===== src/rtl/sym2_pkg.sv =====
// Shared definitions for the 2-bit symbol line code used by the encoder and decoder.
package sym2_pkg;

  localparam int SYM_W = 2;

  function automatic logic [SYM_W-1:0] sym2_encode(input logic [SYM_W-1:0] d);
    return {d[1] ^ ~d[0], ~d[0]};
  endfunction

  function automatic logic [SYM_W-1:0] sym2_decode(input logic [SYM_W-1:0] e);
    return {e[1] ^ e[0], ~e[0]};
  endfunction

endpackage


===== src/rtl/sym2_decode_slot.sv =====
// Combinational decode of a single encoded symbol.
module sym2_decode_slot
  import sym2_pkg::*;
(
  input  logic [SYM_W-1:0] enc,
  output logic [SYM_W-1:0] dec
);

  assign dec = sym2_decode(enc);

endmodule


===== src/rtl/sym2_stream_decoder.sv =====
// Stream decoder: decodes accepted symbols and packs SYMS_PER_WORD of them per output word.
module sym2_stream_decoder
  import sym2_pkg::*;
#(
  parameter int SYMS_PER_WORD = 4,
  parameter int CNT_W         = 16
) (
  input  logic                                  clk,
  input  logic                                  rst,
  input  logic                                  in_valid,
  output logic                                  in_ready,
  input  logic [SYM_W-1:0]                      in_sym,
  input  logic                                  in_last,
  output logic                                  out_valid,
  input  logic                                  out_ready,
  output logic [SYM_W*SYMS_PER_WORD-1:0]        out_data,
  output logic [$clog2(SYMS_PER_WORD):0]        out_count,
  output logic [CNT_W-1:0]                      sym_count,
  output logic [CNT_W-1:0]                      word_count
);

  localparam int W     = SYM_W * SYMS_PER_WORD;
  localparam int IDX_W = $clog2(SYMS_PER_WORD);
  localparam int OC_W  = IDX_W + 1;

  localparam logic [0:0] ST_EMPTY = 1'b0;
  localparam logic [0:0] ST_FILL  = 1'b1;

  logic [0:0]       state_r;
  logic [IDX_W-1:0] idx_r;
  logic [IDX_W-1:0] cur_idx_s;
  logic [W-1:0]     acc_r;
  logic [W-1:0]     acc_next_s;
  logic [SYM_W-1:0] dec_s;
  logic             out_valid_r;
  logic [W-1:0]     out_data_r;
  logic [OC_W-1:0]  out_count_r;
  logic [CNT_W-1:0] sym_count_r;
  logic [CNT_W-1:0] word_count_r;
  logic             accept_s;
  logic             drain_s;
  logic             complete_s;

  sym2_decode_slot u_slot (
    .enc (in_sym),
    .dec (dec_s)
  );

  assign in_ready   = !out_valid_r || out_ready;
  assign accept_s   = in_valid && in_ready;
  assign drain_s    = out_valid_r && out_ready;
  assign complete_s = accept_s && (in_last || (cur_idx_s == IDX_W'(SYMS_PER_WORD - 1)));

  // Slot index is zero whenever no partial word is being built.
  always_comb begin
    cur_idx_s = '0;
    if (state_r == ST_FILL) begin
      cur_idx_s = idx_r;
    end else begin
      cur_idx_s = '0;
    end
  end

  // Accumulator with the new symbol merged in; slots above it are forced to zero.
  always_comb begin
    acc_next_s = '0;
    for (int k = 0; k < SYMS_PER_WORD; k++) begin
      if (IDX_W'(k) < cur_idx_s) begin
        acc_next_s[SYM_W*k +: SYM_W] = acc_r[SYM_W*k +: SYM_W];
      end else if (IDX_W'(k) == cur_idx_s) begin
        acc_next_s[SYM_W*k +: SYM_W] = dec_s;
      end else begin
        acc_next_s[SYM_W*k +: SYM_W] = '0;
      end
    end
  end

  // Fill FSM, output register and counters.
  always_ff @(posedge clk) begin
    if (rst) begin
      state_r      <= ST_EMPTY;
      idx_r        <= '0;
      acc_r        <= '0;
      out_valid_r  <= 1'b0;
      out_data_r   <= '0;
      out_count_r  <= '0;
      sym_count_r  <= '0;
      word_count_r <= '0;
    end else begin
      if (accept_s) begin
        acc_r <= acc_next_s;
        if (complete_s) begin
          state_r <= ST_EMPTY;
          idx_r   <= '0;
        end else begin
          state_r <= ST_FILL;
          idx_r   <= cur_idx_s + IDX_W'(1);
        end
      end
      // A completing symbol overrides a same-cycle drain so the new word stays valid.
      if (complete_s) begin
        out_valid_r <= 1'b1;
        out_data_r  <= acc_next_s;
        out_count_r <= OC_W'(cur_idx_s) + OC_W'(1);
      end else if (drain_s) begin
        out_valid_r <= 1'b0;
      end
      if (accept_s) begin
        sym_count_r <= sym_count_r + CNT_W'(1);
      end
      if (drain_s) begin
        word_count_r <= word_count_r + CNT_W'(1);
      end
    end
  end

  assign out_valid  = out_valid_r;
  assign out_data   = out_data_r;
  assign out_count  = out_count_r;
  assign sym_count  = sym_count_r;
  assign word_count = word_count_r;

endmodule


===== config.mk =====
export PLATFORM = sky130hd
export DESIGN_NAME = sym2_stream_decoder
export DESIGN_NICKNAME = d
export VERILOG_FILES = /design/src/rtl/sym2_pkg.sv /design/src/rtl/sym2_decode_slot.sv /design/src/rtl/sym2_stream_decoder.sv
export SDC_FILE = /design/constraint.sdc
export NUM_CORES = 1
export LEC_CHECK = 0
export CELL_PAD_IN_SITES_DETAIL_PLACEMENT = 1
export CELL_PAD_IN_SITES_GLOBAL_PLACEMENT = 2
export CORE_MARGIN = 1
export CORE_UTILIZATION = 30
export CTS_CLUSTER_SIZE = 24
export DETAILED_ROUTE_END_ITERATION = 8
export HOLD_SLACK_MARGIN = 0.02
export PLACE_DENSITY = 0.83
export SETUP_SLACK_MARGIN = 0.3
export SYNTH_ARGS = -nofsm -noshare
export SYNTH_HDL_FRONTEND = slang
export SYNTH_HIERARCHICAL = 1
export SYNTH_SLANG_ARGS = --single-unit

===== constraint.sdc =====
create_clock -name clk -period 3.85 [get_ports clk]
set_input_delay 0.77 -clock clk [delete_from_list [all_inputs] [get_ports clk]]
set_output_delay 0.77 -clock clk [all_outputs]
set_load 0.02 [all_outputs]

==> Word-level counts from Yosys, hierarchy flattened <==
Index checks and enable logic that the tools add are counted.
{ "word_totals": {"register_bits": 55, "out_inout_bits": 45, "input_bits": 7} }
{ "classes": {"n_mux": 13, "order_cmp": 4, "bitwise": 2, "n_addsub": 4, "n_eq_ne": 4, "reduce_logical": 8} }
{ "op_table": {"columns": ["op", "count"], "rows": [
  ["$add 16x1->16 const B", 2],
  ["$mux 2", 10],
  ["$eq 2x2->1 const A", 2],
  ["$lt 1x2->1 const A", 2],
  ["$lt 2x2->1 const A", 2],
  ["$add 2x1->3 const B", 1],
  ["$logic_and 1x1->1", 3],
  ["$mux 1", 3],
  ["$add 2x1->2 const B", 1],
  ["$eq 1x2->1 const A", 1],
  ["$eq 2x2->1 const B", 1],
  ["$logic_not 2->1", 1],
  ["$logic_or 1x1->1", 2],
  ["$reduce_bool 2->1", 1],
  ["$logic_not 1->1", 1],
  ["$not 1->1", 1],
  ["$xor 1x1->1", 1]
]} }

==> Depth between registers and ports, before layout <==
{ "depth": {"word_depth": 5, "ltp_mapped": 6, "mapped_depth_nobuf": 5} }

==> By module <==
The synthesis kept the hierarchy.
{ "modules_own_cells": {"columns": ["mod", "cells_per_inst", "seq_area_each_um2", "instances", "area_per_inst_um2"], "rows": [
  ["sym2_stream_decoder", 278, 1061.0, 1, 2319.7],
  ["sym2_decode_slot", 2, 0.0, 1, 12.5]
]} }

==> Least setup slack after synthesis <==
Ideal clock, no wire load.
{ "synth_timing": {"kind": "input -> output", "from": "in out_ready", "to": "out in_ready", "required_time_ps": 3080, "arrival_time_ps": 1258, "setup_slack_ps": 1822, "path_stages": 3, "path_cell_list": "nor2b_1 -> inv_1 -> buf_2"} }
{ "synth_between": {"elab_chain_cells": 1} }
{ "synth_rtl": {"columns": ["element", "line_no", "source"], "rows": [
  ["start: declaration", "sym2_stream_decoder.sv:15", "input logic out_ready,"],
  ["$logic_or 1x1->1", "sym2_stream_decoder.sv:49", "assign in_ready = !out_valid_r || out_ready;"],
  ["end: declaration", "sym2_stream_decoder.sv:11", "output logic in_ready,"]
]} }
Every way passes these cells.

==> Worst setup path in the final report <==
Ends and elaborated chain as after synthesis.

==> results.md <==
- First-pass GRT wire length: 10.6 mm
- FF-to-FF Start: sym_count[6]
- Tightest Hold Check Type: register to register
- Setup slack at placement: 0.657 ns
- Static Leak: 1.03 nW
- Layout area overhead: 30.0%
- Vias per inst: 5.06
- Sink Count: 53
- TritonCTS clock tree: done
- Yosys reg bits: 53
- Initial core utilization: 31.6%
- First-pass detailed-route iteration total: 4
- TritonCTS Buffers: 5
- WS Path Type: input pin to output pin
- Die Span Y: 90.2 µm
- Worst hold endpoint: acc_r[4]
- Crit-path max FO: 11
- Later-pin clock latency in the skew report: 0.31 ns
- Vias in the first global route: 2213
- Die area: 8130 µm²
- Syn Nets: 289
- Core area: 7370 µm²
- RSZ-0062 raised after global routing: false
- Unique cell type count in the Yosys netlist: 37
- Fmax: 0.313 GHz
- Setup TNS Final: 0 ns
- CP Data Required Time: 3.08 ns
- Final-report max-slew violation count: 0
- DR top layer: met4
- Number of routed nets with antenna violations: 0
- Worst slew pin tran: 0.693 ns
- Number of hold buffers added after CTS: 0
- Maximum buffer depth of the clock tree: 2
- Cell Area, Synth: 2330 µm²
- CP arrival: 2.42 ns
- Commonest non-fill, non-tap cell in the layout: dfxtp_1
- Largest net degree at the start of global routing: 37
- Max-Cap Viols: 0
- Mapped Cells: 280
- Ratio of final minimum period to clock period: 82.9%
- Core Rows: 31
- DR iter-0 viols: 67
- Cts repair resizes: 0
- Min-delay src: acc_r[4]
- Met1 wire length: 2.92 mm
- Total Nets Final: 336
- Post-DP HPWL: 4.29 mm
- Post-Route WL: 6.10 mm
- Antenna cell count: 0
- Hold path depth: 2
- Most frequent cells in the layout: 53 x dfxtp_1, 50 x clkdlybuf4s50_1, 36 x nand2_1, 30 x a21oi_1, 29 x nor2_1
- Gr usage total: 16.1%
- Pwr dens: 326 nW/µm²
- Final core utilization: 41.1%
- Root buffer cell: clkbuf_8
- Setup violations, final: 0
- Final Hold Fails: 0
- Io pins: 52
- Crit Reg-Reg Endpoint: sym_count[15]
- Minimum clock period: 3.19 ns
- Final Skew: 0.00718 ns
- Via count: 2160
- Worst-path clk slew: 0.09 ns
- Post-DR wirelength/cell: 14.3 µm
- CP Capture Type: output pin
- Antenna violations before repair: 0
- Total congestion overflow: 0
- Met3 Wirelength: 255 µm
- R2R depth: 4
- GPL Wtd Cong: 0.699
- Setup repair bufs after CTS: 0
- PortBufs: 51
- H-tree levels: 2
- Number of synthesis warnings: 6
- Worst setup margin: 0.658 ns
- Design Power: 0.000989 W
- Register area share after synthesis: 45.5%
- Post-route DRC: 0
- Worst IR Drop VDD: 127 µV
- Met2 Routed Length: 2.84 mm
- Outcome: finished clean
- Ratio of cells with drive above 1 in the final layout: 7.01%
- Die width: 90.2 µm
- Slew headroom: 53.8%
- R2r setup slk: 1.85 ns
- Syn avg cell area: 8.33 µm²
- Setup crit start kind: input pin
[how the worst max path moves through the flow]
stage | from | end | depth (start not counted)
final | out_ready | in_ready | 4
after global routing | out_ready | in_ready | 4
after CTS | out_ready | in_ready | 4
after detailed placement | out_ready | in_ready | 4
after global placement | out_ready | in_ready | 4
after floorplan | out_ready | in_ready | 3
[report_power, final]
part	leakage, nW	internal (W)	switching [W]
registers	0.429	0.000557	0.0000112
logic	0.546	0.0000304	0.0000461
clock network	0.0542	0.000163	0.000182
[per-layer routing]
layer / vias up / track usage [%]
met2: 41 / 26.1
met5: - / 0
met4: 0 / 5.24
met1: 1037 / 21.1
met3: 8 / 3.55
li1: 1074 / -
[cell families (layout without fill, tap and decap cells)]
group,Yosys count,after routing,synth area share [%]
AOI/OAI and AO/OA,56,56,13.7
xor gates and xnor gates,17,17,6.38
adders and majority gates,2,2,1.07
buffers and inverters,21,69,3.43
DFF,53,53,45.5
muxes,6,6,2.68
and+or+nand+nor,125,125,27.3
[critical path, stage by stage]
cell and delay [ns]:
clkdlybuf4s50_1 0.51, nor2b_1 0.31, inv_1 0.24, clkdlybuf4s50_1 0.60
[synth_stat cells]
cell	n	share of area, %
nor2_1	29	4.7
xnor2_1	3	1.1
nand2_1	36	5.8
nand3b_1	2	0.64
o21ai_0	12	2.6
nand4_2	1	0.54
a21boi_0	2	0.64
and2_1	3	0.80
nor3_1	2	0.43
buf_1	2	0.32
a31o_2	1	0.38
or4b_4	1	0.59
buf_2	1	0.21
and3_1	5	1.3
o31ai_1	3	0.97
or3_2	3	0.97
or3_1	7	1.9
and4_1	3	1.1
a32oi_1	2	0.75
nor2b_1	3	0.80
a311oi_1	1	0.38
clkbuf_1	11	1.8
nand4_1	12	3.2
or2_2	1	0.27
a211oi_1	4	1.3
or4_2	2	0.75
or4_1	1	0.32
xor2_1	14	5.3
inv_1	7	1.1
mux2i_1	4	1.7
a21oi_1	30	6.4
nor3b_1	1	0.32
mux2_2	2	0.97
nand3_1	13	2.8
ha_1	2	1.1
dfxtp_1	53	45
a31oi_1	1	0.27
[flip-flops by register name (all words and copies together) (netlist names)]
register	flops
state_r	1
out_count	3
sym_count	16
word_count	16
out_data	8
idx_r	2
acc_r	6
out_valid	1
[stage by stage]
step	instances	hold WS [ns]	cell area, µm²
finish	427	0.461	3030
global route	427	0.495	3030
CTS	427	0.465	3030
detailed placement	419	0.451	2930
global placement	419	0.442	2930
floorplan	280	0.436	2330
[area by class of cell]
class | count | area [µm²]
Clock buffer | 7 | 96.3
Clock inverter | 1 | 5.00
Fill cell | 888 | 4340
Inverter | 7 | 26.3
Multi-Input combinational cell | 206 | 1190
Sequential cell | 53 | 1060
Tap cell | 99 | 124
Timing Repair Buffer | 54 | 528
(Power assumes the default switching activity.)
